--- src/rtl/decode_issue_queue_pkg.sv ---
// Shared decode/issue definitions: default widths and the decoded-bundle layout
// that decode packs once before handing it to the issue queue.
package decode_issue_queue_pkg;

  localparam int WORD       = 32;
  localparam int ADDR_WIDTH = 4;
  localparam int PAYLOAD_W  = 3 * WORD;

  typedef struct packed {
    logic [PAYLOAD_W-1:0]  payload;
    logic [ADDR_WIDTH-1:0] src1_addr;
    logic                  src1_used;
    logic [ADDR_WIDTH-1:0] src2_addr;
    logic                  src2_used;
    logic [ADDR_WIDTH-1:0] dest;
    logic                  is_load;
  } issue_entry_t;

endpackage

--- src/rtl/decode_issue_queue_hazard_check.sv ---
// Load-use interlock: flags a head entry that reads the register written by
// the load that issued on the previous cycle.
module decode_issue_queue_hazard_check #(
  parameter int ADDR_WIDTH = decode_issue_queue_pkg::ADDR_WIDTH
) (
  input  logic                  last_load_i,
  input  logic [ADDR_WIDTH-1:0] last_dest_i,
  input  logic [ADDR_WIDTH-1:0] src1_addr_i,
  input  logic                  src1_used_i,
  input  logic [ADDR_WIDTH-1:0] src2_addr_i,
  input  logic                  src2_used_i,
  output logic                  hazard_o
);

  logic src1_hit;
  logic src2_hit;

  assign src1_hit = src1_used_i && (src1_addr_i == last_dest_i);
  assign src2_hit = src2_used_i && (src2_addr_i == last_dest_i);
  assign hazard_o = last_load_i && (src1_hit || src2_hit);

endmodule

--- src/rtl/decode_issue_queue.sv ---
// Decode-to-execute issue buffer: DEPTH-entry in-order circular queue with a
// one-cycle load-use bubble, flush, occupancy and a saturating stall counter.
module decode_issue_queue #(
  parameter int PAYLOAD_W  = decode_issue_queue_pkg::PAYLOAD_W,
  parameter int DEPTH      = 4,
  parameter int ADDR_WIDTH = decode_issue_queue_pkg::ADDR_WIDTH,
  parameter int CNT_W      = 16
) (
  input  logic                         clk_i,
  input  logic                         reset_i,
  input  logic                         flush_i,
  input  logic                         in_valid_i,
  output logic                         in_ready_o,
  input  logic [PAYLOAD_W-1:0]         in_payload_i,
  input  logic [ADDR_WIDTH-1:0]        in_src1_addr_i,
  input  logic                         in_src1_used_i,
  input  logic [ADDR_WIDTH-1:0]        in_src2_addr_i,
  input  logic                         in_src2_used_i,
  input  logic [ADDR_WIDTH-1:0]        in_dest_addr_i,
  input  logic                         in_is_load_i,
  output logic                         out_valid_o,
  input  logic                         out_ready_i,
  output logic [PAYLOAD_W-1:0]         out_payload_o,
  output logic [ADDR_WIDTH-1:0]        out_dest_addr_o,
  output logic                         out_is_load_o,
  output logic [$clog2(DEPTH+1)-1:0]   count_o,
  output logic [CNT_W-1:0]             stall_count_o
);

  localparam int                PTR_W = $clog2(DEPTH);
  localparam int                OCC_W = $clog2(DEPTH + 1);
  localparam logic [OCC_W-1:0]  FULL  = OCC_W'(DEPTH);

  typedef struct packed {
    logic [PAYLOAD_W-1:0]  payload;
    logic [ADDR_WIDTH-1:0] src1_addr;
    logic                  src1_used;
    logic [ADDR_WIDTH-1:0] src2_addr;
    logic                  src2_used;
    logic [ADDR_WIDTH-1:0] dest;
    logic                  is_load;
  } entry_t;

  entry_t                mem_q [DEPTH];
  entry_t                in_entry;
  entry_t                head;
  logic [PTR_W-1:0]      wr_ptr_q, wr_ptr_d;
  logic [PTR_W-1:0]      rd_ptr_q, rd_ptr_d;
  logic [OCC_W-1:0]      count_q, count_d;
  logic                  last_load_q, last_load_d;
  logic [ADDR_WIDTH-1:0] last_dest_q, last_dest_d;
  logic [CNT_W-1:0]      stall_cnt_q, stall_cnt_d;
  logic                  hazard;
  logic                  stall;
  logic                  push;
  logic                  pop;

  assign in_entry = '{payload:   in_payload_i,
                      src1_addr: in_src1_addr_i,
                      src1_used: in_src1_used_i,
                      src2_addr: in_src2_addr_i,
                      src2_used: in_src2_used_i,
                      dest:      in_dest_addr_i,
                      is_load:   in_is_load_i};
  assign head = mem_q[rd_ptr_q];

  decode_issue_queue_hazard_check #(
    .ADDR_WIDTH (ADDR_WIDTH)
  ) u_hazard_check (
    .last_load_i (last_load_q),
    .last_dest_i (last_dest_q),
    .src1_addr_i (head.src1_addr),
    .src1_used_i (head.src1_used),
    .src2_addr_i (head.src2_addr),
    .src2_used_i (head.src2_used),
    .hazard_o    (hazard)
  );

  // Ready depends only on occupancy, so a full queue refuses a push even when
  // the head drains in the same cycle.
  assign in_ready_o  = (count_q != FULL);
  assign out_valid_o = (count_q != '0) && !hazard;
  assign push        = in_valid_i && in_ready_o;
  assign pop         = out_valid_o && out_ready_i;
  assign stall       = (count_q != '0) && hazard;

  assign out_payload_o   = head.payload;
  assign out_dest_addr_o = head.dest;
  assign out_is_load_o   = head.is_load;
  assign count_o         = count_q;
  assign stall_count_o   = stall_cnt_q;

  // NOTE: payload storage has no reset; entries are only observed through
  // count_q, so clearing them would buy nothing.
  always_ff @(posedge clk_i) begin
    if (push) begin
      mem_q[wr_ptr_q] <= in_entry;
    end
  end

  // NOTE: every _d gets its hold value first so no path leaves it unassigned,
  // which would otherwise infer a latch.
  always_comb begin
    wr_ptr_d    = wr_ptr_q;
    rd_ptr_d    = rd_ptr_q;
    count_d     = count_q;
    last_load_d = last_load_q;
    last_dest_d = last_dest_q;
    stall_cnt_d = stall_cnt_q;

    if (stall && (stall_cnt_q != '1)) begin
      stall_cnt_d = stall_cnt_q + CNT_W'(1);
    end

    if (flush_i) begin
      wr_ptr_d    = '0;
      rd_ptr_d    = '0;
      count_d     = '0;
      last_load_d = 1'b0;
    end else begin
      // A blocked cycle has no pop, which is what limits the bubble to one.
      last_load_d = pop && head.is_load;
      if (pop) begin
        rd_ptr_d    = rd_ptr_q + PTR_W'(1);
        last_dest_d = head.dest;
      end
      if (push) begin
        wr_ptr_d = wr_ptr_q + PTR_W'(1);
      end
      if (push && !pop) begin
        count_d = count_q + OCC_W'(1);
      end else if (pop && !push) begin
        count_d = count_q - OCC_W'(1);
      end
    end
  end

  // NOTE: state registers use non-blocking assignment so every flop samples
  // the pre-edge value of the others.
  always_ff @(posedge clk_i) begin
    if (reset_i) begin
      wr_ptr_q    <= '0;
      rd_ptr_q    <= '0;
      count_q     <= '0;
      last_load_q <= 1'b0;
      last_dest_q <= '0;
      stall_cnt_q <= '0;
    end else begin
      wr_ptr_q    <= wr_ptr_d;
      rd_ptr_q    <= rd_ptr_d;
      count_q     <= count_d;
      last_load_q <= last_load_d;
      last_dest_q <= last_dest_d;
      stall_cnt_q <= stall_cnt_d;
    end
  end

endmodule

--- config.mk ---
export PLATFORM = sky130hd
export DESIGN_NAME = decode_issue_queue
export DESIGN_NICKNAME = d
export VERILOG_FILES = /design/src/rtl/decode_issue_queue_pkg.sv /design/src/rtl/decode_issue_queue_hazard_check.sv /design/src/rtl/decode_issue_queue.sv
export SDC_FILE = /design/constraint.sdc
export NUM_CORES = 1
export LEC_CHECK = 0
export BUFFER_PORTS_ARGS = -buffer_cell sky130_fd_sc_hd__buf_2
export CORE_MARGIN = 3
export CORE_UTILIZATION = 50
export CTS_CLUSTER_DIAMETER = 200
export DETAILED_ROUTE_END_ITERATION = 8
export GPL_ROUTABILITY_DRIVEN = 0
export PLACE_DENSITY = 0.78
export SETUP_SLACK_MARGIN = 0.3
export SLEW_MARGIN = 5
export SYNTH_ARGS = -nofsm -noshare
export SYNTH_HDL_FRONTEND = slang
export SYNTH_SLANG_ARGS = --single-unit
--- constraint.sdc ---
create_clock -name clk_i -period 12 [get_ports clk_i]
set_clock_uncertainty 0.15 [all_clocks]
set_input_delay 0.6 -clock clk_i [delete_from_list [all_inputs] [get_ports clk_i]]
set_output_delay 0.6 -clock clk_i [all_outputs]
set_load 0.01 [all_outputs]
* After elaboration in Yosys (flattened, before gate mapping)
Memory sizes are Yosys's and may differ from the RTL's. A register that Yosys moved wholly into a read port is not among the register bits.
Cells that the tools add are included.
** Word-level totals
- Register bits after elaboration :: 28
- Bits of input ports :: 116
- Logic and storage cells :: 42
- Output and inout port bits :: 122
- Memory bits (writable) :: 444
- Memories kept :: 1
** Operators by class
- $add $sub $neg :: 5
- Muxes and demuxes :: 6
- Reductions and logical operators :: 19
- Eq/ne operators :: 4
- Bitwise logic cells :: 1
** Memories
- mem_q :: words 4, bits a word 111, read ports 1, clocked after memory_dff 1, wr ports 1, line decode_issue_queue.sv:44 : entry_t mem_q [DEPTH];
** Operator list (count)
- 16-bit by 1-bit adder with 16-bit output (second input constant) :: 1
- 16-bit != test (second input constant) :: 1
- 1-bit logical AND :: 11
- 4-bit equality test :: 2
- 3-bit 2-to-1 mux :: 2
- 2-bit by 1-bit adder with 2-bit output (second input constant) :: 2
- 2-bit 2-to-1 mux :: 2
- 3-bit by 1-bit adder with 3-bit output (second input constant) :: 1
- 1-bit zero test :: 3
- 3-bit != test (second input constant) :: 1
- 3-bit nonzero test :: 1
- 3-bit by 1-bit subtractor with 3-bit output (second input constant) :: 1
- 1-bit 2-to-1 mux :: 2
- 2-bit AND reduction :: 1
- 2-bit nonzero test :: 1
- 2-bit OR reduction :: 1
- 1-bit logical OR :: 1
- 1-bit NOT :: 1

* Depth between registers and ports, before layout
Gate-level depths: netlist (run 1).
- Word-level depth :: 10
- Gate-level depth with buffers :: 17

* Hierarchy
From an unflattened synthesis (run 1), not the netlist that was laid out.
** Second synthesis, totals
- Cell total of the unflattened synthesis :: 854
- Area, all modules :: 18270.0 um2
** Modules (own cells, without submodules)
- decode_issue_queue :: sequential area each 13933.4 um2, area an instance 18167.4 um2, instances 1, cells each 842
- decode_issue_queue_hazard_check :: sequential area each 0.0 um2, area an instance 102.6 um2, instances 1, cells each 12

* Worst setup path after synthesis (run 1)
Ideal clock, no wire load.
- Path type :: register to register
- From :: register count_q[0] (netlist: count_o[0])
- To :: memory mem_q[0][0] (netlist bit) (enable)
- Required time :: 11366 ps
- Cell stages (with the launch flop) :: 4
- Setup slack :: 8050 ps
- Arrival :: 3316 ps
- Cells stage by stage :: dfxtp_1 -> nor2_1 -> nand2_1 -> and3_1
** On the way
- Word-level cells in the longest chain between the ends :: 4
** RTL lines
- from (decl) :: line decode_issue_queue.sv:49 : logic [OCC_W-1:0] count_q, count_d;
- from (signal assigned) :: line decode_issue_queue.sv:151 : count_q <= count_d;
- 3-bit != test :: line decode_issue_queue.sv:81 : assign in_ready_o = (count_q != FULL);
- net in_ready_o :: line decode_issue_queue.sv:13 : output logic in_ready_o,
- 1-bit logical AND :: line decode_issue_queue.sv:83 : assign push = in_valid_i && in_ready_o;
- 1-bit 2-to-1 mux :: line decode_issue_queue.sv:96 : if (push) begin
- 1-bit 2-to-1 mux (not written as such) :: line decode_issue_queue.sv:97 : mem_q[wr_ptr_q] <= in_entry;
- to (decl) :: line decode_issue_queue.sv:44
The timed path passes the listed nets, and every way through them passes these cells.

==> impl_metrics.env, run 1 <==
export IMPL_status="completed"
export IMPL_min_period_ns=4.79
export IMPL_fin_crit_sh_pct=39.9
export IMPL_critPathLaunchType="flop"
export IMPL_wl_per_cell_um=21.9
export IMPL_max_slew_margin_pct=30.4
export IMPL_dp_cells=1458
export IMPL_grt_pass1_wl_mm=53.2
export IMPL_post_dp_hpwl_mm=20.5
export IMPL_synthArstFlopShare_pct=0
export IMPL_synthDistinctLibCells=44
export IMPL_cp_top_family="compound AO/OA/AOI/OAI gates"
export IMPL_cts_hold_buffers=0
export IMPL_routed_wl_mm=34.0
export IMPL_cp_end_kind="flop"
export IMPL_antenna_found_initial=7
export IMPL_crit_required_ns=12.34
export IMPL_die_x_um=194
export IMPL_peakVddDrop_v=0.000135
export IMPL_cts_sinks=474
export IMPL_layout_common_cells="edfxtp_1, buf_2, mux4_2"
export IMPL_setup_worst_path_class="reg2reg"
export IMPL_crit_chain="buf_4, nor2b_1, mux2_2, a221oi_1, nor4bb_1, o21ai_2, and3_1, inv_1, ha_1, inv_1, fa_1, xor2_1, or3_1, a21oi_1"
export IMPL_path_common_cell="inv_1"
export IMPL_synth_flop_cell="edfxtp_1"
export IMPL_hp_class="in2reg"
export IMPL_grt_overflow_total=0
export IMPL_io_pin_count=238
export IMPL_synth_warnings=0
export IMPL_holdWs_ns=0.0990
export IMPL_max_cap_violations=0
export IMPL_worst_pin_slew_ns=1.04
export IMPL_fin_area_um2=21000
export IMPL_hold_viol_final=0
export IMPL_fmax_mhz=209
export IMPL_ys_ff_latch=474
export IMPL_crit_arrival_ns=5.13
export IMPL_syn_num_nets=916
export IMPL_cp_slowest_cell="o21ai_2"
export IMPL_final_antenna_net_count=0
export IMPL_critPathBufInv=3
export IMPL_finalPower_mw=3.60
export IMPL_cts_tree="yes"
export IMPL_synth_edf_count=444
export IMPL_gr_usage_all_layers_pct=18.1
export IMPL_avgSynthCellArea_um2=22.4
export IMPL_powerDensity_nw_per_um2=171
export IMPL_fp_dieArea_um2=37800
export IMPL_area_growth_pct=18.4
export IMPL_cts_resized=0
export IMPL_port_buffers=237
export IMPL_drt_pass1_iterations=4
export IMPL_cts_buffers=49
export IMPL_drive_gt1_share_pct=40.6
export IMPL_critPathMaxStageDelay_ns=0.79
export IMPL_clock_root_buffer="clkbuf_16"
export IMPL_dr_total_vias=8627
export IMPL_tns_ns=0
export IMPL_grt_max_degree=65
export IMPL_cts_buffer_depth=3
export IMPL_htreeDepth=2
export IMPL_layoutNonFillerInstCount=1552
export IMPL_rsz0062_at_grt="false"
export IMPL_final_common_cell="edfxtp_1"
export IMPL_grt_pass1_vias=9198
export IMPL_finish_net_count=1177
export IMPL_postCtsSetupBuffers=0
export IMPL_syn_inst=793
export IMPL_die_h_um=194
export IMPL_drt_iter0_drc=435
export IMPL_worstSkewPairLatency_ns=0.56
export IMPL_initial_core_util_pct=51.1
export IMPL_setup_viol=0
export IMPL_yosysSeqAreaShare_pct=78.6
export IMPL_path_max_fanout=36
export IMPL_core_um2=34700
export IMPL_slew_viol_final=0
export IMPL_syn_cell_area_um2=17700
export IMPL_power_leakage_nw=6.99
export IMPL_fillers=2466
export IMPL_route_detailed_drc=0
export IMPL_placed_area_um2=19400
export IMPL_vias_per_cell=5.56
export IMPL_fp_row_count=68
export IMPL_cts_clk_slew_worst_paths_ns=0.06
layer usage:
layer	vias to the layer above	global-route usage [%]	wire [um]
met4	10	5.59	832
met3	66	5.17	2380
li1	3851	-	-
met2	247	30.0	17100
met1	4453	23.7	13500
met5	-	0	60
cells by family (layout without fill, tap and decap cells):
| kind of cell | after synthesis | in the layout | share of synthesized area [%] |
|---|---|---|---|
| AND/OR/NAND/NOR | 84 | 84 | 2.55 |
| AO/OA/AOI/OAI | 42 | 42 | 1.67 |
| flip-flops | 474 | 474 | 78.6 |
| buffers and inverters | 44 | 344 | 1.24 |
| other | 0 | 4 | 0 |
| XOR/XNOR | 7 | 7 | 0.346 |
| multiplexers | 135 | 135 | 15.1 |
| adder cells (fa/ha/maj) | 7 | 7 | 0.536 |
power breakdown:
part	switching [mW]	total, mW	internal, mW
clock	0.596	1.48	0.889
combinational	0.129	0.231	0.102
sequential	0.0179	1.89	1.87
flip-flops by register name (all words and copies together), names as in the netlist, named ones only:
signal / flops
mem_q: 444
count_o: 3
stall_count_o: 16
wr_ptr_q: 2
last_dest_q: 4
last_load_q: 1
rd_ptr_q: 2
metrics by stage:
stage | util, % | setup WS (ns)
2_1_floorplan | - | 8.05
3_3_place_gp | 55.9 | 7.29
3_5_place_dp | 55.9 | 7.11
4_1_cts | 60.5 | 7.12
5_1_grt | 60.5 | 6.65
6_report | 60.5 | 7.21
synthesized netlist by cell type (4+ instances only):
| library cell | n | share of area [%] |
|---|---|---|
| a21oi_1 | 14 | 0.40 |
| a32o_1 | 4 | 0.23 |
| and3_1 | 7 | 0.25 |
| buf_1 | 5 | 0.11 |
| buf_2 | 13 | 0.37 |
| clkbuf_1 | 14 | 0.30 |
| dfxtp_1 | 30 | 3.4 |
| edfxtp_1 | 444 | 75 |
| ha_1 | 6 | 0.42 |
| inv_1 | 8 | 0.17 |
| mux2_2 | 11 | 0.70 |
| mux2i_1 | 19 | 1.1 |
| mux4_2 | 104 | 13 |
| nand2_1 | 12 | 0.25 |
| nand2b_1 | 4 | 0.14 |
| nand3_1 | 4 | 0.11 |
| nand4_1 | 7 | 0.25 |
| nor2_1 | 21 | 0.44 |
| nor2b_1 | 9 | 0.32 |
| o21ai_0 | 4 | 0.11 |
| o31ai_1 | 8 | 0.34 |
| or3_1 | 5 | 0.18 |
| or4_1 | 7 | 0.30 |
| xnor2_1 | 5 | 0.25 |
worst reg2reg max path: stages (launching register included):
cell,delay [ns]
dfxtp_4,0.78
buf_4,0.65
nor2b_1,0.13
mux2_2,0.30
a221oi_1,0.35
nor4bb_1,0.13
o21ai_2,0.79
and3_1,0.42
inv_1,0.07
ha_1,0.20
inv_1,0.07
fa_1,0.17
xor2_1,0.07
or3_1,0.30
a21oi_1,0.15
cell type report:
type                            instances  area (um2)  area share (%)
Inverter                                8        30.0           0.143
Tap cell                              455         569            2.71
Clock inverter                         29         274            1.30
Sequential cell                       474       13900            66.4
Multi-Input combinational cell        275        3600            17.1
Timing Repair Buffer                  246        1250            5.97
Antenna cell                            4        10.0          0.0477
Clock buffer                           61        1320            6.30
path summary, 6_finish.rpt:
| check | start | endpoint | slack (ns) | cells past startpoint |
|---|---|---|---|---|
| hold / removal | in_payload_i[89] | mem_q[0][104] | 0.1 | 1 |
| hold reg to reg | stall_count_o[15] | stall_count_o[15] | 0.34 | 2 |
| setup / recovery | flop | count_o[2] | 7.21 | 14 |
| setup reg to reg | flop | count_o[2] | 7.21 | 14 |
(Power assumes the default switching activity.)
==> run 2: changes to the inputs <==
- PLACE_DENSITY: 0.78 -> 0.81
- clock period: 12 -> 4.1 ns (I/O delays scaled with it)
==> run 2 against run 1 <==
  * Setup slack lost 6.6 ns
  * Cell count grew 7.4%
  * Routed wire length up 5.2%
  * Combinational power increased to 3.4 times the previous value
  * Sequential cell count is the same
  * Core utilization rose by 3.1 points
  * Maximum frequency grew 36%
  * Global-route usage up 1.1 points
  * Clock power grew to 2.7 times the previous value
  * Total power rose to 2.9 times the previous value
  * Sequential power rose to 2.9 times the previous value
  * Largest cell class unchanged
  * Largest power group unchanged
  * Highest routed layer is now met4
==> impl_metrics.env, run 2 (synthesis results as in run 1) <==
export IMPL_hold_viol_final=0
export IMPL_tns_ns=0
export IMPL_fin_crit_sh_pct=86.2
export IMPL_cts_resized=0
export IMPL_post_place_ws_ns=0.625
export IMPL_fp_row_count=68
export IMPL_finalPower_mw=10.3
export IMPL_layout_common_cells="edfxtp_1, buf_2, dlygate4sd3_1"
export IMPL_die_x_um=194
export IMPL_antenna_found_initial=1
export IMPL_setup_worst_path_class="reg2reg"
export IMPL_crit_arrival_ns=3.87
export IMPL_cts_buffer_depth=3
export IMPL_cts_tree="yes"
export IMPL_crit_required_ns=4.44
export IMPL_power_switching_mw=2.15
export IMPL_clock_root_buffer="clkbuf_16"
export IMPL_worst_slack_ns=0.565
export IMPL_worst_pin_slew_ns=0.819
export IMPL_max_slew_margin_pct=45.4
export IMPL_initial_core_util_pct=51.1
export IMPL_drt_pass1_iterations=5
export IMPL_fillers=2370
export IMPL_power_frac_seq_pct=53.5
export IMPL_power_leakage_nw=7.46
export IMPL_multiInputGateArea_um2=3600
export IMPL_hp_class="in2reg"
export IMPL_core_um2=34700
export IMPL_holdWs_ns=0.101
export IMPL_port_buffers=237
export IMPL_final_common_cell="edfxtp_1"
export IMPL_final_util_pct=63.6
export IMPL_route_detailed_drc=0
export IMPL_cts_buffers=47
export IMPL_wl_per_cell_um=21.4
export IMPL_worstSkewPairLatency_ns=0.55
export IMPL_vias_per_cell=5.44
export IMPL_p_int_mw=8.16
export IMPL_grt_overflow_total=0
export IMPL_critPathLaunchType="flop"
export IMPL_min_from="in_valid_i"
export IMPL_slew_viol_final=0
export IMPL_min_period_ns=3.54
export IMPL_drt_iter0_drc=465
export IMPL_rr_worst_depth=13
export IMPL_status="completed"
export IMPL_area_growth_pct=24.6
export IMPL_fmax_mhz=283
export IMPL_grt_pass1_vias=9944
export IMPL_fp_dieArea_um2=37800
export IMPL_path_max_fanout=22
export IMPL_regMostFlops="mem_q"
export IMPL_hold_path_depth=4
export IMPL_largest_reg_flops=444
export IMPL_postCtsSetupBuffers=0
export IMPL_powerDensity_nw_per_um2=466
export IMPL_setup_viol=0
export IMPL_regArea_um2=13900
export IMPL_final_antenna_net_count=0
export IMPL_finish_net_count=1297
export IMPL_drive_gt1_share_pct=36.7
export IMPL_die_h_um=194
export IMPL_htreeDepth=2
export IMPL_comb_power_share_pct=7.6
export IMPL_dr_total_vias=9072
export IMPL_grt_max_degree=72
export IMPL_cp_end_kind="flop"
export IMPL_grt_pass1_wl_mm=56.5
export IMPL_cts_clk_slew_worst_paths_ns=0.06
export IMPL_cts_sinks=474
export IMPL_gr_usage_all_layers_pct=19.3
export IMPL_peakVddDrop_v=0.000402
export IMPL_io_pin_count=238
export IMPL_rsz0062_at_grt="false"
export IMPL_post_dp_hpwl_mm=20.8
export IMPL_max_cap_violations=0
export IMPL_routed_wl_mm=35.7
export IMPL_p_sw_share_pct=20.8
export IMPL_pwr_share_clk_pct=38.9
[run 2: power by group through the flow]
stage	registers, mW	logic, mW	clock network [mW]
after floorplan	5.60	0.390	0
after global placement	5.60	0.685	0
after detailed placement	5.61	0.701	0
after CTS	5.51	0.798	4.13
after global routing	5.52	0.854	4.31
final	5.51	0.787	4.01
[run 2: cell type report]
cell class | count | area share [%]
clock buffers | 63 | 5.79
well taps | 455 | 2.58
multi-input cells | 275 | 16.3
flip-flops and latches | 474 | 63.1
inverters | 8 | 0.136
repair buffers | 368 | 11.4
clock inverters | 23 | 0.742
diodes | 1 | 0.0113
[run 2: final timing paths]
path	end	slack (ns)
max	count_o[2]	0.56
min	wr_ptr_q[0]	0.10
max reg2reg	count_o[2]	0.56
min reg2reg	stall_count_o[15]	0.35
[run 2: layer usage]
metal / part of all wire, % / track usage (%) / vias up
li1: - / - / 4103
met1: 40 / 24.3 / 4639
met2: 52 / 32.7 / 249
met3: 5.5 / 4.59 / 81
met4: 3.2 / 7.45 / 0
met5: 0 / 0 / -
[run 2: per-stage QoR]
| stage | cell area, um2 | cells |
|---|---|---|
| 2_1_floorplan | 17700 | 793 |
| 3_3_place_gp | 19500 | 1465 |
| 3_5_place_dp | 19500 | 1465 |
| 4_1_cts | 22100 | 1666 |
| 5_1_grt | 22100 | 1667 |
| 6_report | 22100 | 1667 |
[run 2: critical path, cell delays in order (launching register included)]
cell and delay [ns]:
dfxtp_4 0.56, mux2i_1 0.28, mux2i_1 0.28, a221oi_1 0.13, nor4bb_1 0.41, o21ai_2 0.10, and3_1 0.25, inv_1 0.09
ha_1 0.18, inv_1 0.06, fa_1 0.37, xor2_1 0.18, or3_1 0.30, a21oi_1 0.13
[run 2: timing repair]
action	in CTS	in global routing
setup endpoints to repair	0	0
endpoints found under the hold margin	471	0
hold buffers	115	0
